## config.mk

```make
export PLATFORM = sky130hd
export DESIGN_NAME = link_slave_fsm
export DESIGN_NICKNAME = d
export VERILOG_FILES = /design/src/rtl/link_pkg.sv /design/src/rtl/link_slave_fsm.sv
export SDC_FILE = /design/constraint.sdc
export NUM_CORES = 1
export LEC_CHECK = 0
export ABC_AREA = 1
export BUFFER_PORTS_ARGS = -buffer_cell sky130_fd_sc_hd__buf_2
export CAP_MARGIN = 20
export CELL_PAD_IN_SITES_DETAIL_PLACEMENT = 1
export CELL_PAD_IN_SITES_GLOBAL_PLACEMENT = 2
export CORE_MARGIN = 8
export CORE_UTILIZATION = 36
export CTS_BUF_LIST = sky130_fd_sc_hd__clkbuf_4
export DETAILED_ROUTE_END_ITERATION = 10
export GPL_TIMING_DRIVEN = 0
export HOLD_SLACK_MARGIN = 0.06
export PLACE_DENSITY_LB_ADDON = 0.1
export SETUP_SLACK_MARGIN = 0.05
export SYNTH_ARGS = -nofsm -noshare
export SYNTH_HDL_FRONTEND = slang
export SYNTH_SLANG_ARGS = --single-unit
```

## constraint.sdc

```tcl
create_clock -name clk -period 1.6 [get_ports clk]
set_clock_uncertainty 0.05 [all_clocks]
set_input_delay 0.08 -clock clk [delete_from_list [all_inputs] [get_ports clk]]
set_output_delay 0.08 -clock clk [all_outputs]
set_load 0.02 [all_outputs]
```

## src/rtl/link_pkg.sv

```systemverilog
`default_nettype none
// ============================================================================
// Module   : link_pkg
// Brief    : Shared definitions for the four-phase req/ack byte link.
//            Used by both the link master and link slave FSMs.
// Revision : 1.0 - initial release
// ============================================================================
package link_pkg;

    localparam int c_LINK_DATA_W = 8;

    typedef enum logic [1:0] {
        LINK_IDLE  = 2'd0,
        LINK_DELAY = 2'd1,
        LINK_ACK   = 2'd2
    } link_state_t;

    typedef logic [c_LINK_DATA_W-1:0] link_byte_t;

endpackage
`default_nettype wire

```

## src/rtl/link_slave_fsm.sv

```systemverilog
`default_nettype none
// ============================================================================
// Module   : link_slave_fsm
// Brief    : Receiving end of the req/ack byte link; fills a DEPTH-byte frame
//            buffer and back-pressures until the frame is consumed.
//            Optional XOR checksum enabled by defining LINK_SLAVE_CSUM_EN.
// Revision : 1.0 - initial release
// ============================================================================
module link_slave_fsm
    import link_pkg::*;
#(
    parameter int DATA_W    = c_LINK_DATA_W,
    parameter int DEPTH     = 4,
    parameter int ACK_DELAY = 0
) (
    input  logic                     clk,
    input  logic                     rst,
    input  logic                     req,
    input  logic [DATA_W-1:0]        data,
    output logic                     ack,
    input  logic                     frame_clr,
    input  logic [$clog2(DEPTH)-1:0] rd_addr,
    output logic [DATA_W-1:0]        rd_data,
    output logic [$clog2(DEPTH)-1:0] byte_cnt,
    output logic                     rx_done,
    output logic                     frame_valid,
    output logic [DATA_W-1:0]        csum
);

    localparam int                       c_ADDR_W   = $clog2(DEPTH);
    localparam logic [2:0]               c_DLY_LOAD = (ACK_DELAY == 0) ? 3'd0 : 3'(ACK_DELAY - 1);
    localparam logic [c_ADDR_W-1:0]      c_LAST     = c_ADDR_W'(DEPTH - 1);

    link_state_t         r_state;
    logic                r_ack;
    logic [2:0]          r_dly_cnt;
    logic [c_ADDR_W-1:0] r_byte_cnt;
    logic                r_rx_done;
    logic                r_frame_valid;
    logic [DATA_W-1:0]   r_buf [DEPTH];

    logic w_capture;
    logic w_complete;
    logic w_last;

    assign w_capture  = (r_state == LINK_IDLE) && req && !r_frame_valid;
    assign w_complete = (r_state == LINK_ACK) && !req;
    assign w_last     = (r_byte_cnt == c_LAST);

    // ack is a registered decode of the state, so it trails the ACK state by
    // one cycle and never sees a combinational path from req.
    always_ff @(posedge clk) begin
        if (rst) begin
            r_state       <= LINK_IDLE;
            r_ack         <= 1'b0;
            r_dly_cnt     <= 3'd0;
            r_byte_cnt    <= '0;
            r_rx_done     <= 1'b0;
            r_frame_valid <= 1'b0;
            for (int i = 0; i < DEPTH; i++) begin
                r_buf[i] <= '0;
            end
        end else begin
            r_ack     <= (r_state == LINK_ACK);
            r_rx_done <= 1'b0;

            if (frame_clr && r_frame_valid) begin
                r_frame_valid <= 1'b0;
            end

            case (r_state)
                LINK_IDLE: begin
                    if (w_capture) begin
                        r_buf[r_byte_cnt] <= data;
                        if (ACK_DELAY == 0) begin
                            r_state <= LINK_ACK;
                        end else begin
                            r_state   <= LINK_DELAY;
                            r_dly_cnt <= c_DLY_LOAD;
                        end
                    end
                end
                LINK_DELAY: begin
                    // A req drop here abandons the byte; its slot is reused.
                    if (!req) begin
                        r_state <= LINK_IDLE;
                    end else if (r_dly_cnt == 3'd0) begin
                        r_state <= LINK_ACK;
                    end else begin
                        r_dly_cnt <= r_dly_cnt - 3'd1;
                    end
                end
                LINK_ACK: begin
                    if (w_complete) begin
                        r_state <= LINK_IDLE;
                        if (w_last) begin
                            r_byte_cnt    <= '0;
                            r_frame_valid <= 1'b1;
                            r_rx_done     <= 1'b1;
                        end else begin
                            r_byte_cnt <= r_byte_cnt + 1'b1;
                        end
                    end
                end
                default: begin
                    r_state <= LINK_IDLE;
                end
            endcase
        end
    end

`ifdef LINK_SLAVE_CSUM_EN
    logic [DATA_W-1:0] r_csum;

    // Accumulate on completion so an abandoned byte never enters the sum.
    always_ff @(posedge clk) begin
        if (rst) begin
            r_csum <= '0;
        end else if (w_capture && (r_byte_cnt == '0)) begin
            r_csum <= '0;
        end else if (w_complete) begin
            r_csum <= r_csum ^ r_buf[r_byte_cnt];
        end
    end

    assign csum = r_csum;
`else
    assign csum = '0;
`endif

    assign ack         = r_ack;
    assign rd_data     = r_buf[rd_addr];
    assign byte_cnt    = r_byte_cnt;
    assign rx_done     = r_rx_done;
    assign frame_valid = r_frame_valid;

endmodule
`default_nettype wire

```

=== Word level (Yosys, flattened, before mapping) ===
Memories as Yosys holds them, arrays and structs flattened.
Index checks and enable logic that the tools add are counted.

* Register bits after elaboration: 10
* Bits in writable memories: 32
* Input port bits: 14
* Output and inout port bits: 21
* Word-level logic and storage cells: 51
* Memories kept: 1

{| class="wikitable"
|+ Memories
! name !! words !! bits a word !! read ports !! clocked after Yosys merged registers in !! wr ports !! line !! source
|-
| r_buf || 4 || 8 || 1 || 0 || 4 || link_slave_fsm.sv:40 || <nowiki>logic [DATA_W-1:0] r_buf [DEPTH];</nowiki>
|}

* $add $sub $neg: 2
* Eq/ne operators: 6
* Multiplexer cells: 20
* Bitwise logic cells: 3
* Reduce and logical (&&, ||, !) cells: 13

{| class="wikitable"
|+ Operator list
! operator !! count
|-
| $mux W1 || 12
|-
| $mux W2 || 6
|-
| $mux W8 || 1
|-
| $reduce_or A8 Y1 || 1
|-
| $pmux W2 S3 || 1
|-
| $reduce_and A3 Y1 || 2
|-
| $eq A2 B2 Y1 const B || 2
|-
| $logic_and A1 B1 Y1 || 4
|-
| $ne A2 B2 Y1 const B || 2
|-
| $logic_not A3 Y1 || 1
|-
| $ne A3 B3 Y1 const B || 1
|-
| $not A1 Y1 || 3
|-
| $reduce_or A3 Y1 || 1
|-
| $sub A3 B1 Y3 const B || 1
|-
| $add A2 B1 Y2 const B || 1
|-
| $eq A2 B1 Y1 const B || 1
|-
| $logic_not A1 Y1 || 2
|-
| $logic_not A2 Y1 || 1
|-
| $reduce_and A2 Y1 || 1
|}

=== Depth between registers and ports, before layout ===
Gate-level depths: netlist of the first run.

* Word-level depth: 9
* Depth in mapped cells: 5
* Mapped depth without buffers: 5

=== Least setup slack after synthesis of the first run ===
OpenSTA, ideal clock, no wires.

* Path type: register to register
* Start point: register r_byte_cnt[0] (netlist: byte_cnt[0])
* End point: memory r_buf[0][0] (netlist name), enable pin
* Setup time: 300 ps
* Data arrival time: 1067 ps
* Required time: 1250 ps
* Slack: 183 ps
* Cell stages (with the launch flop): 4
* Buffers on the path: 0
* Cells stage by stage: dfxtp_1 inv_1 nand4_4 nand2_1

{| class="wikitable"
|+ RTL lines
! item !! line !! source
|-
| start, declared || link_slave_fsm.sv:37 || <nowiki>logic [c_ADDR_W-1:0] r_byte_cnt;</nowiki>
|-
| start signal, assigned || link_slave_fsm.sv:101 || <nowiki>r_byte_cnt <= r_byte_cnt + 1'b1;</nowiki>
|-
| end, declared || link_slave_fsm.sv:40 ||
|}

==> key figures, run 1 <==
Synthesis
  – Register bit total from synthesis: 38
  – Post-synthesis sequential area ratio: 61.9%
  – Area leader, netlist: edfxtp_1
  – Ys Warns: 0
  – Post-synthesis cell count: about 160
  – Post-Syn Area: ~1700 um^2
  – Avg Inst Size Synth: 10.8 um^2
  – Synth unique cells: 21
  – Share of the synthesized area in the top cell type: 55.1%
  – Synth area leaders: edfxtp_1, nor2_1, dfxtp_1

Global route
  – Overflow after GRT: 0
  – GR Layer Usage met2: roughly a fifth
  – Initial antenna violation count: 0
  – Largest net degree at the start of global routing: 12
  – Global-route wire length before repair: slightly above 7000 um
  – Gr busiest metal: met2
  – Gr usage total: 12.7%
  – Grt met3 use: 4.11%
  – Vias in the first global route: approximately 1400
  – Met1 usage in global routing: roughly 15%

Setup path
  – Worst Setup SP: r_state[1]
  – Worst-path fanout max: 9
  – Family with the most delay on the worst path: simple AND/OR/NAND/NOR gates
  – Most used cell, CP: nand2_4
  – Crit path capture type: flip-flop
  – Crit path cell chain: inv_2 -> nand2_4 -> nor2_8 -> nand4_4 -> nand2_4
  – Reg-to-reg startpoint: r_state[1]
  – Startpoint class of the critical path: flip-flop
  – WP buf/inv: 1
  – Critical path's largest stage delay: around 0.36 ns
  – Req. time, crit path: 1.60 ns
  – Setup CP Type: reg -> reg
  – Slowest CP cell: dfxtp_1
  – Critical path arrival: approximately 1.5 ns

Clocking
  – TritonCTS clock tree: done
  – # H-tree levels: 2
  – Hold buffers post-CTS: 11
  – Clock sink count: 38
  – Total CTS buffers: 5
  – Skew-Pair Late Insertion Delay: about 0.34 ns
  – Clk buf depth: 2
  – Root buf cell: clkbuf_4
  – Worst-path clk slew: between 0.1 and 0.15 ns

Run status
  – Failing checks: hold timing
  – Status: finished, violations left

Place
  – Cells after DPL: around 250
  – HPWL reported at the end of detailed placement: a little over 3000 um
  – Final Wtd Congestion: between 0.7 and 0.8
  – Input/output buffers: 26

STA
  – Final Max Tran Viols: 0
  – Hold Violations, Final: 2
  – Final worst path period share: 92.9%
  – Count of final setup violators: 0
  – FMAX: between 600 and 700 MHz
  – TNS Setup: 0 ns
  – Fin Hold WS: -0.0790 ns
  – RSZ-0062 raised after global routing: yes
  – Min Tclk post-route: approximately 1.5 ns

Die
  – Die height: 85.6 um
  – Initial Util: 37.2%
  – Die W: between 80 and 90 um
  – Ports: 35
  – Die area: 7330 um^2
  – Core area: about 4700 um^2
  – Row count: 25

Finish
  – Fin util: between 40% and 50%
  – P&R area growth vs syn: 23.4%
  – Non-filler cells, final: about 270
  – Fin nets: 228
  – Antenna Cells: 0
  – Layout cells sized above 1: 26.6%

Power and ir drop
  – Pleak: just over 0.0009 uW
  – Pwr dens: 897 nW/um^2
  – Final Power: between 1500 and 2000 uW
  – Worst vdd ir: 525 uV

Detailed routing
  – Via/cell ratio: about 5
  – WL/cell: approximately 16 um
  – Via count: roughly 1300
  – Post-detailed-routing wire length: approximately 4300 um
  – # DRC: 0
  – Detailed Routing Iterations Pass 1: 4
  – 1st-iter DRT viols: 98
  – DRT antenna net count: 0

Min path
  – Critical hold path startpoint: rst
  – Hold Path Class: in -> reg

Job
  – Max Cap Viol: 0
cell type report:
type                    instances  area (um^2)
fillers                       550         2540
clock inverters                 2         8.76
multi-input cells             105          568
plain buffers                  10         82.6
flip-flops and latches         38         1080
well taps                      54         67.6
clock buffers                   6         45.0
inverters                      16         60.1
repair buffers                 37          240
per-stage QoR:
step           cell area, um^2  setup slack (ns)
2_1_floorplan             1770             0.183
3_3_place_gp              1970           -0.0700
3_5_place_dp              1970            -0.109
4_1_cts                   2140            0.0297
5_1_grt                   2150            0.0264
6_report                  2150             0.114
synthesized netlist by cell type, drive strengths merged:
library cell / instances
a211oi: 1
a21oi: 3
buf: 10
conb: 1
dfxtp: 6
edfxtp: 32
ha: 1
inv: 16
nand2: 9
nand3: 2
nand4: 3
nor2: 49
nor3: 3
o21ai: 18
o22ai: 8
registers in the layout (all words and copies together) (netlist names):
register	flops
r_buf	32
byte_cnt	2
ack	1
frame_valid	1
r_state	1
rx_done	1
layer usage:
metal  share of wire (%)  vias to the layer above
met1                  46                      639
met4                 1.7                        0
met3                 4.4                        7
met5                   0                        -
li1                    -                      643
met2                  48                       30
path summary, 6_finish.rpt:
check	end	slack (ns)	cells past startpoint
max reg2reg	r_buf[0][4]	0.11	5
min	byte_cnt[0]	-0.08	2
min reg2reg	rx_done	0.55	2
max	r_buf[0][4]	0.11	5
placed cells by master (no fill, tap or decap):
master	n
inv_1	13
nor2_1	48
clkinv_1	1
clkinv_2	1
nor3_2	1
buf_6	2
dfxtp_1	6
nand2_1	3
nor3_1	2
a211oi_1	1
ha_1	1
nand2_4	4
nand4_4	3
clkbuf_4	6
nand3_1	2
buf_4	8
nand2_2	2
o22ai_1	8
conb_1	8
o21ai_1	2
buf_2	26
edfxtp_1	32
inv_2	3
a21oi_1	3
nor2_8	1
o21ai_0	16
dlygate4sd3_1	11
report_power, final:
group / total, uW / internal, uW / leakage, uW / switching (uW)
logic: 292 / 103 / 0.000506 / 190
clock network: 498 / 182 / 0.0000331 / 316
registers: 1140 / 1120 / 0.000380 / 18.0
worst reg2reg max path: stages (launching register included):
cell and delay, ns:
dfxtp_1 0.36, inv_2 0.09, nand2_4 0.07, nor2_8 0.17
nand4_4 0.23, nand2_4 0.23
timing repair:
item	4_1_cts	5_1_grt
resized for setup	3	3
setup endpoints to repair	24	32
buffers inserted	0	0
hold endpoints to repair	34	2
kinds of logic after synthesis:
kind of cell               share of synthesized area (%)
other                                              0.215
AOI/OAI and AO/OA                                   9.32
and+or+nand+nor                                     19.6
buffers and inverters                               8.17
adders and majority gates                          0.717
DFF                                                 61.9
(Power assumes the default switching activity.)
==> inputs of run 2 (changes only) <==
- SETUP_SLACK_MARGIN: 0.05 -> 0.2
==> key figures, run 2 (synthesis results as in run 1) <==
Finish
  – Layout cells sized above 1: 31.5% (was 26.6%)
  – Footprint of the multi-input gates: 601 um^2 (was 568 um^2)
  – Fin nets: 236 (was 228)
  – Most frequent cells in the layout: nor2_1, edfxtp_1, buf_2 (unchanged)
  – P&R area growth vs syn: 29.3% (was 23.4%)
  – Max FFs per register: 32 (unchanged)
  – Register area: 1080 um^2 (about the same)
  – Largest reg by FF count: r_buf (unchanged)
  – Antenna Cells: 0 (unchanged)
  – Commonest non-fill, non-tap cell in the layout: nor2_1 (unchanged)
  – Fillers: 544 (was 550)

Detailed routing
  – 1st-iter DRT viols: 53 (was 98)
  – Detailed Routing Iterations Pass 1: 4 (unchanged)
  – WL/cell: 16.3 um (was 16.2 um)
  – Via/cell ratio: 4.81 (was 4.92)
  – # DRC: 0 (unchanged)
  – Post-detailed-routing wire length: 4490 um (was 4330 um)
  – Via count: 1328 (was 1319)
  – DRT antenna net count: 0 (unchanged)

Power and ir drop
  – Comb power frac: 16.4% (was 15.1%)
  – Pwr dens: 863 nW/um^2 (was 897 nW/um^2)
  – Internal: 1420 uW (was 1410 uW)
  – Flop pwr share: 58.6% (was 59.1%)
  – Psw: 523 uW (was 524 uW)
  – Final Power: 1950 uW (was 1930 uW)
  – Worst vdd ir: 376 uV (was 525 uV)
  – Switching share of power: 26.9% (was 27.1%)
  – Clock Power Share: 25.0% (was 25.8%)
  – Pleak: 0.000958 uW (was 0.000919 uW)

Die
  – Ports: 35 (unchanged)
  – Row count: 25 (unchanged)
  – Die height: 85.6 um (unchanged)
  – Die W: 85.6 um (unchanged)
  – Initial Util: 37.2% (unchanged)
  – Die area: 7330 um^2 (unchanged)
  – Core area: 4690 um^2 (unchanged)

Job
  – Max Cap Viol: 0 (unchanged)

STA
  – Count of final setup violators: 0 (unchanged)
  – Final worst path period share: 86.4% (was 92.9%)
  – Setup ws final: 0.217 ns (was 0.114 ns)
  – Max-Slew Margin vs Limit: 65.9%
  – RSZ-0062 raised after global routing: yes (unchanged)
  – Hold Violations, Final: 0 (was 2)
  – Final Max Tran Viols: 0 (unchanged)
  – Worst slew pin tran: between 0.5 and 0.6 ns
  – FMAX: 723 MHz (was 673 MHz)
  – Min Tclk post-route: 1.38 ns (was 1.49 ns)

Global route
  – Largest net degree at the start of global routing: 12 (unchanged)
  – Global-route wire length before repair: 7270 um (was 7090 um)
  – Gr usage total: 13.3% (was 12.7%)
  – Overflow after GRT: 0 (unchanged)
  – Vias in the first global route: 1419 (was 1361)
  – Initial antenna violation count: 0 (unchanged)

Clocking
  – Total CTS buffers: 5 (unchanged)
  – TritonCTS clock tree: done (unchanged)
  – Skew-Pair Late Insertion Delay: 0.34 ns (about the same)
  – Clock sink count: 38 (unchanged)
  – Clk buf depth: 2 (unchanged)
  – # H-tree levels: 2 (unchanged)
  – Root buf cell: clkbuf_4 (unchanged)
  – Worst-path clk slew: 0.11 ns (about the same)

Run status
  – Status: complete, no violations (was finished, violations left)

Place
  – Dpl ws: -0.108 ns (was -0.109 ns)
  – HPWL reported at the end of detailed placement: 3160 um (was 3060 um)
  – Final Wtd Congestion: 0.737 (was 0.716)
  – Input/output buffers: 26 (unchanged)

Setup path
  – Startpoint class of the critical path: flip-flop (unchanged)
  – Crit path capture type: flip-flop (unchanged)
  – Worst-path fanout max: 5 (was 9)
  – Setup CP Type: reg -> reg (unchanged)
  – Critical path arrival: 1.53 ns (was 1.49 ns)
  – Req. time, crit path: 1.75 ns (was 1.60 ns)

Min path
  – Hold Path Class: in -> reg (unchanged)
## run 2: cell types whose count changed in the layout (fill, tap and decap cells not counted)
cell	previous run	this run
buf_4	8	14
dfxtp_1	6	3
dfxtp_2	0	3
buf_6	2	4
nand2_2	2	0
nand2_8	0	2
nor2_1	48	46
nor2_2	0	2
o21ai_0	16	14
o21ai_1	2	4
## run 2: repair_timing
item                                    4_1_cts  5_1_grt
endpoints found under the setup margin       32       29
hold endpoints to repair                     33        0
setup buffers                                 5        3
pin swaps                                     1        2
hold buffers                                 11        0
resized for setup                             8        8
## run 2: layout make-up
type / count / share of cell area (%)
Timing Repair Buffer: 45 / 13.6
Buffer: 10 / 3.66
Tap cell: 54 / 2.99
Multi-Input combinational cell: 105 / 26.6
Sequential cell: 38 / 48.1
Clock buffer: 6 / 2.00
Clock inverter: 2 / 0.388
Inverter: 16 / 2.66
## run 2: critical path, stage by stage, from the launching register on
cell and delay [ns]:
dfxtp_2 0.34, inv_2 0.08, nand2_4 0.06, nor2_8 0.18, nand4_4 0.21, buf_4 0.21, nor2_1 0.10
## run 2: power groups by stage
stage | logic [uW] | registers (uW) | clock network [uW]
floorplan | 178 | 1160 | 0
global placement | 263 | 1160 | 0
detailed placement | 273 | 1160 | 0
CTS | 312 | 1140 | 504
global route | 351 | 1150 | 528
finish | 320 | 1140 | 487
## run 2: metal layers
metal  global-route usage (%)  share of wire [%]
met1                     15.1                 43
met2                     22.5                 50
met3                     4.39                5.6
met4                     4.78                1.3
met5                        0                  0
## run 2: worst paths after layout
| kind | start | to | cells past startpoint | slack, ns |
|---|---|---|---|---|
| worst min register to register | r_state[1] | ack | 2 | 0.47 |
| worst max register to register | r_state[1] | r_buf[2][1] | 6 | 0.22 |
| worst max-delay path | r_state[1] | r_buf[2][1] | 6 | 0.22 |
| worst min-delay path | rst | byte_cnt[1] | 4 | 0.23 |
## run 2: metrics by stage
step	cell area, um^2	std cells	hold slack, ns	utilization (%)	setup TNS, ns
floorplan	1780	169	0.102	-	0
global placement	1970	249	0.227	42.1	-0.611
detailed placement	1970	249	0.234	42.1	-1.57
CTS	2220	273	0.178	47.2	0
global route	2260	276	0.250	48.1	0
finish	2260	276	0.233	48.1	0
